<file path="src/rtl/ysyx_041461_hazard_scoreboard.sv">
// rtl/ysyx_041461_hazard_scoreboard.sv - write-back scoreboard and ID issue interlock
module ysyx_041461_hazard_scoreboard #(
    parameter int CNT_W        = 2,
    parameter int MAX_INFLIGHT = 3
) (
    input  logic        clk,
    input  logic        rst,
    input  logic        id_valid,
    input  logic [4:0]  id_rs1,
    input  logic [4:0]  id_rs2,
    input  logic        id_use_rs1,
    input  logic        id_use_rs2,
    input  logic [4:0]  id_rd,
    input  logic        id_wen,
    input  logic        id_csr_rd,
    input  logic        id_csr_wen,
    input  logic        exe_ready,
    input  logic        wb_commit,
    input  logic [4:0]  wb_rd,
    input  logic        wb_wen,
    input  logic        wb_csr_wen,
    input  logic        flush,
    output logic        id_stall,
    output logic        id_issue,
    output logic [1:0]  stall_reason,
    output logic [31:0] stall_cycles,
    output logic        sb_err
);
    localparam int IW = $clog2(MAX_INFLIGHT + 1);
    localparam logic [IW-1:0] MAX_V = IW'(MAX_INFLIGHT);

    // Entry 0 is held at zero so x0 never looks pending.
    logic [CNT_W-1:0] cnt [0:31];
    logic [CNT_W-1:0] csr_cnt;
    logic [IW-1:0]    inflight;

    logic        raw_hz, csr_hz, struct_hz, hazard;
    logic        gpr_miss, commit_err;
    logic        csr_dec, inf_dec;
    logic [31:1] gpr_inc, gpr_dec;

    assign raw_hz = (id_use_rs1 & (id_rs1 != 5'd0) & (cnt[id_rs1] != '0)) |
                    (id_use_rs2 & (id_rs2 != 5'd0) & (cnt[id_rs2] != '0));
    assign csr_hz = (id_csr_rd | id_csr_wen) & (csr_cnt != '0);
    assign struct_hz = (inflight == MAX_V) |
                       (id_wen & (id_rd != 5'd0) & (&cnt[id_rd]));
    assign hazard = raw_hz | csr_hz | struct_hz;

    assign id_stall = rst | flush | (id_valid & hazard);
    assign id_issue = id_valid & ~id_stall & exe_ready;

    always_comb begin
        stall_reason = 2'd0;
        if (!rst && id_valid) begin
            if (raw_hz)         stall_reason = 2'd1;
            else if (csr_hz)    stall_reason = 2'd2;
            else if (struct_hz) stall_reason = 2'd3;
        end
    end

    // Decrements only apply to non-zero counters; a miss is flagged instead.
    always_comb begin
        gpr_inc = '0;
        gpr_dec = '0;
        for (int i = 1; i < 32; i++) begin
            gpr_inc[i] = id_issue & id_wen & (id_rd == 5'(i));
            gpr_dec[i] = wb_commit & wb_wen & (wb_rd == 5'(i)) & (cnt[i] != '0);
        end
    end

    assign csr_dec    = wb_commit & wb_csr_wen & (csr_cnt != '0);
    assign inf_dec    = wb_commit & (inflight != '0);
    assign gpr_miss   = wb_wen & (wb_rd != 5'd0) & (cnt[wb_rd] == '0);
    assign commit_err = wb_commit & (gpr_miss | (wb_csr_wen & (csr_cnt == '0)) |
                                     (inflight == '0));

    always_ff @(posedge clk or posedge rst) begin
        if (rst) begin
            for (int i = 0; i < 32; i++) cnt[i] <= '0;
            csr_cnt      <= '0;
            inflight     <= '0;
            stall_cycles <= '0;
            sb_err       <= 1'b0;
        end else begin
            if (id_valid & id_stall) stall_cycles <= stall_cycles + 32'd1;
            cnt[0] <= '0;
            if (flush) begin
                for (int i = 1; i < 32; i++) cnt[i] <= '0;
                csr_cnt  <= '0;
                inflight <= '0;
            end else begin
                if (commit_err) sb_err <= 1'b1;
                for (int i = 1; i < 32; i++)
                    cnt[i] <= cnt[i] + CNT_W'(gpr_inc[i]) - CNT_W'(gpr_dec[i]);
                csr_cnt  <= csr_cnt + CNT_W'(id_issue & id_csr_wen) - CNT_W'(csr_dec);
                inflight <= inflight + IW'(id_issue) - IW'(inf_dec);
            end
        end
    end
endmodule

</file>
<file path="config.mk">
export PLATFORM = sky130hd
export DESIGN_NAME = ysyx_041461_hazard_scoreboard
export DESIGN_NICKNAME = d
export VERILOG_FILES = /design/src/rtl/ysyx_041461_hazard_scoreboard.sv
export SDC_FILE = /design/constraint.sdc
export NUM_CORES = 1
export LEC_CHECK = 0
export ABC_AREA = 1
export BUFFER_PORTS_ARGS = -buffer_cell sky130_fd_sc_hd__buf_2
export CAP_MARGIN = 30
export CORE_AREA = 3 3 172 174
export DETAILED_ROUTE_END_ITERATION = 10
export DIE_AREA = 0 0 175 177
export HOLD_SLACK_MARGIN = 0.03
export SKIP_LAST_GASP = 1
export SLEW_MARGIN = 40
export SYNTH_ARGS = -nofsm -noshare
export SYNTH_HDL_FRONTEND = slang
export SYNTH_SLANG_ARGS = --single-unit
export TNS_END_PERCENT = 1
</file>
<file path="constraint.sdc">
create_clock -name clk -period 2.5 [get_ports clk]
set_input_delay 0.125 -clock clk [delete_from_list [all_inputs] [get_ports clk]]
set_output_delay 0.125 -clock clk [all_outputs]
set_load 0.005 [all_outputs]
</file>
# Word-level counts from Yosys, hierarchy flattened
# Cells that the tools add are included.
# op_classes
reduce_logical	46
eq_ne	63
n_bitwise	129
n_lt_le_gt_ge	4
add_sub_neg	67
n_mux	19
# ops
op	count
5-bit equality test, second input constant	32
1-bit bitwise AND	114
5-bit by 4-bit equality test with 1-bit output, second input constant	16
2-bit nonzero test	35
2-bit by 1-bit adder with 2-bit output	33
2-bit by 1-bit subtractor with 2-bit output	33
62-bit two-way mux	1
2-bit binary-select mux with 5-bit select	4
5-bit by 3-bit equality test with 1-bit output, second input constant	8
32-bit by 1-bit adder with 32-bit output, second input constant	1
2-bit two-way mux	14
6-bit >= comparator, second input constant	4
5-bit NOT with 6-bit output	4
5-bit by 2-bit equality test with 1-bit output, second input constant	4
5-bit nonzero test	4
5-bit by 1-bit equality test with 1-bit output, second input constant	2
1-bit bitwise OR	9
2-bit logical NOT	3
2-bit AND reduction	2
2-bit equality test, second input constant	1
1-bit NOT	2
1-bit logical AND	1
1-bit logical NOT	1
# totals
register_bits	99
input_bits	33
elab_cells	363
output_inout_bits	37

# Logic depth before layout (Yosys ltp)
# depth
depth_word	19
depth_mapped	24
depth_no_buf	22

# Worst setup path before layout
# Ideal clock, no wire load.
# synth_timing
path_kind	reg2reg
startpoint	register cnt[16] (netlist bit)
endpoint	register cnt[13] (netlist bit)
n_path_buf	1
stages_incl_launch_ff	21
required_ns	2.368
setup_time_ns	0.132
slack_ns	-0.053
arrival_ns	2.422
synth_period_minus_slack_ns	2.553
cell_sequence	dfrtp_1 -> nor2_1 -> inv_1 -> nand2_1 -> nand2_1 -> nor2_1 -> nand2_1 -> nand3_1 -> nand3_1 -> nand3_1 -> nand3_1 -> nor2_4 -> nand3_2 -> nor2_4 -> buf_6 -> nand3_1 -> ha_1 -> inv_1 -> ha_1 -> xor2_1 -> nor2_1
# synth_via
elab_chain_len	18
elab_cells_between_ends	29
cone_classes	add/sub: 2; mux: 10; bitwise: 14; reduce/logical: 3
# synth_rtl
item	line_no	rtl
from (decl)	33	logic [CNT_W-1:0] cnt [0:31];
from (signal, indexed assignment)	94	cnt[i] <= cnt[i] + CNT_W'(gpr_inc[i]) - CNT_W'(gpr_dec[i]);
2-bit binary-select mux with 5-bit select, on equally long branches	42, 43	
2-bit two-way mux, on equally long branches (2 in series)	42, 43	
2-bit nonzero test, on equally long branches	42, 43	
1-bit bitwise AND, on equally long branches	42, 43	
1-bit bitwise OR	42	assign raw_hz = (id_use_rs1 & (id_rs1 != 5'd0) & (cnt[id_rs1] != '0)) |
1-bit bitwise OR	47	assign hazard = raw_hz | csr_hz | struct_hz;
1-bit bitwise OR *	47	
1-bit bitwise AND *	49	assign id_stall = rst | flush | (id_valid & hazard);
1-bit bitwise OR *	49	
1-bit NOT *	50	assign id_issue = id_valid & ~id_stall & exe_ready;
1-bit bitwise AND * (2 in series)	50	
named net id_issue	24	output logic id_issue,
1-bit bitwise AND * (2 in series)	66	gpr_inc[i] = id_issue & id_wen & (id_rd == 5'(i));
2-bit by 1-bit adder with 2-bit output *	94	
2-bit by 1-bit subtractor with 2-bit output *	94	
62-bit two-way mux *	87	if (flush) begin
# Mark *: on every way through the listed nets, which the timed path passes. The rest lies on a longest branch. The select of a mux whose other input is x is not followed.
# A chain may end at the register's enable or synchronous reset.

# Worst setup path after layout
# layout_timing
startpoint	register cnt[28] (netlist bit)
endpoint	register cnt[33] (netlist bit)
# layout_via
elab_chain_len	18
elab_cells_between_ends	29
cone_classes	add/sub: 2; mux: 10; bitwise: 14; reduce/logical: 3
# layout_rtl
item	line_no
2-bit binary-select mux with 5-bit select, on equally long branches	42, 43
2-bit two-way mux, on equally long branches (2 in series)	42, 43
2-bit nonzero test, on equally long branches	42, 43
1-bit bitwise AND, on equally long branches	42, 43
1-bit bitwise OR	42
1-bit bitwise OR	47
1-bit bitwise OR *	47
1-bit bitwise AND *	49
1-bit bitwise OR *	49
1-bit NOT *	50
1-bit bitwise AND * (2 in series)	50
1-bit bitwise AND * (2 in series)	66
2-bit by 1-bit adder with 2-bit output *	94
2-bit by 1-bit subtractor with 2-bit output *	94
62-bit two-way mux *	87
# Every way passes the cells marked *; elsewhere a longest branch is shown, timed or not. The select of a mux whose other input is x is not followed.

==> metrics <==
CP max-delay cell dfrtp_1; PortBufs 69; Die Ht 177 um; Wirelength per Cell 14.60 um; CTS buffer count 9; Final Wtd Congestion 0.9569; R2R Setup Slk -0.44 ns; unrepaired setup endpoints after global routing yes; Netlist Area Pre-Place 8094 sq um; peak supply drop 0.3400 mV; Pwr Total 0.003916 W; Sink Count 99; core area 27930 sq um; commonest non-fill, non-tap cell in the layout nand2_1; postcts setup bufs 0; pin count of the biggest net entering global routing 68; Seq/Total Area, Yosys 30.61%; Yosys cell types 31; Clock Latency Late Sink 0.36 ns; IO Pins 70; vias in the first global route 7991; CTS tree built; Critical Path RT 2.72 ns; Initial DRT Pass Iterations 5; worst setup path end cnt[33]; Fmax achieved 339.7 MHz; hold_ws 0.06469 ns; first-pass GRT wire length 42.21 mm; critical path type flop to flop; post-DP HPWL 20.10 mm; initial antenna violation count 1; Register-to-Register Path Depth 19; Critical Path Source cnt[28]; WP data arrival 3.16 ns; Synth Instances 1201; most frequent cells in the layout nand2_1, nor2_1, inv_1; Max clock buf depth 2; crit path cell chain nor2_1, buf_4, nor2_1, nor2_1, nand3_1, nand3_1, nand3_1, nand3_2, nand3_1, nor2_4, nand3_2, nor2_4, buf_12, nand3_1, ha_1, inv_1, ha_1, xor2_1, nor2_1; Mapped Avg Cell Area 6.739 sq um; worst-margin pin slew 0.7380 ns; Critical Path Most Common Cell nand3_1; # rows 61; Clock H-tree levels 3; initial DRC count 642; Setup crit start kind flop; minimum clock period 2.944 ns; FF-to-FF End cnt[33]; Post-DRT Antenna Nets 0; Slew Limit Fails 0; worst r2r src cnt[28]; Area growth syn-to-layout 26.96%; Vias 8263; Root Buffer clkbuf_16; drc violations 0; Via density 4.650; power per cell area 381.1 nW/um^2; ratio of cells with drive above 1 in the final layout 18.01%; #FFs+latches synth 99; die area 30980 sq um; setup slack after layout -0.4437 ns; post-route clock skew 0.01221 ns; LEAKAGE 5.444 nW; outcome complete, but fails checks; yosys warns 0; Syn Nets 1301; DIE WIDTH 175 um; number of max-cap violations 0; final net count 1494; crit path max fanout 17; final wirelength 25.94 mm; ant diodes 0; final worst path period share 117.7%; Starting Density 28.98%; final setup fails 67; largest stage delay on the critical path 0.41 ns; grt ovf 0; Worst-path clk slew 0.07 ns; Fillers 3036; hold crit path type primary input to flop; Max transition margin 50.80%; Fin. Hold Viols 0; Overall Global Routing Usage 17.04%; CP endpoint kind flop; violated checks negative setup slack
==> routing by layer <==
layer  vias to the layer above  GRT usage, %  part of all wire [%]
met3                        34         3.346                   6.1
met2                       247         27.39                    45
li1                       4145             -                     -
met1                      3835         23.64                    47
met5                         -             0                 0.027
met4                         2         4.122                   1.7
==> critical path, delay by kind of cell, from the launching register on <==
kind	cells	cell delay [ns]
xor+xnor	1	0.16
fa+ha+maj	2	0.45
buf+inv	3	0.35
flops	1	0.41
simple gates	13	1.42
==> how the worst min path moves through the flow <==
stage	startpoint	endpoint	depth (start not counted)
after floorplan	wb_commit	sb_err	2
after global placement	rst	stall_cycles[11]	2
after detailed placement	rst	stall_cycles[11]	2
after CTS	wb_commit	sb_err	3
after global routing	wb_commit	sb_err	3
final	wb_commit	sb_err	3
==> cell families after synthesis <==
group | count (synthesis) | share of synthesized area (%)
compound gates | 47 | 3.355
buf+inv | 190 | 9.383
xor+xnor | 95 | 10.28
fa+ha+maj | 67 | 10.36
flops | 99 | 30.61
simple gates | 703 | 36.02
==> synth_stat cells (all sizes together) <==
cell	count	share of area, %
a21oi	12	0.88
clkbuf	16	0.74
nor3	48	3.0
ha	67	10
buf	16	1.3
inv	158	7.3
nand3	92	5.8
a41oi	1	0.11
o21ai	25	1.5
nand4	15	1.2
o41ai	1	0.11
nand3b	1	0.093
o21bai	2	0.23
xor2	55	6.0
nand2	315	15
xnor2	40	4.3
o22ai	5	0.39
dfrtp	99	31
or2	2	0.15
nor2	221	10
nor4	9	0.70
o211ai	1	0.093
==> registers in the layout, summed over array words and instances, names as in the netlist <==
signal	flops
cnt	62
stall_cycles	32
inflight	2
csr_cnt	2
sb_err	1
==> power breakdown <==
group	leakage (nW)	internal (W)	switching, W
Clock	0.154	0.000891	0.000690
Combinational	3.92	0.000225	0.000419
Sequential	1.37	0.00164	0.0000513
==> area by class of cell <==
cell class | count | area (sq um) | area share (%)
Clock buffer | 10 | 229.0 | 2.228
Clock inverter | 6 | 93.84 | 0.9132
Inverter | 158 | 596.8 | 5.808
Tap cell | 378 | 473.0 | 4.602
Sequential cell | 99 | 2477 | 24.11
Multi-Input combinational cell | 912 | 4870 | 47.39
Timing Repair Buffer | 214 | 1536 | 14.95
==> what timing repair did <==
item	in CTS	in global routing
hold endpoints to repair	32	0
pin swaps	0	0
cloned	0	0
hold buffers	1	0
setup endpoints to repair	68	70
gates resized for setup	3	0
==> stage by stage <==
stage	utilization (%)	TNS, ns	instance area (sq um)	setup WS (ns)	instances
after floorplan	-	-1.733	8098	-0.05345	1201
after global placement	35.48	-23.65	9911	-0.4264	1759
after detailed placement	35.48	-27.81	9911	-0.4802	1759
after CTS	36.71	-22.59	10260	-0.3952	1776
after global routing	36.79	-38.16	10280	-0.6586	1777
final	36.79	-25.44	10280	-0.4437	1777
Power figures use the tool's default switching activity.
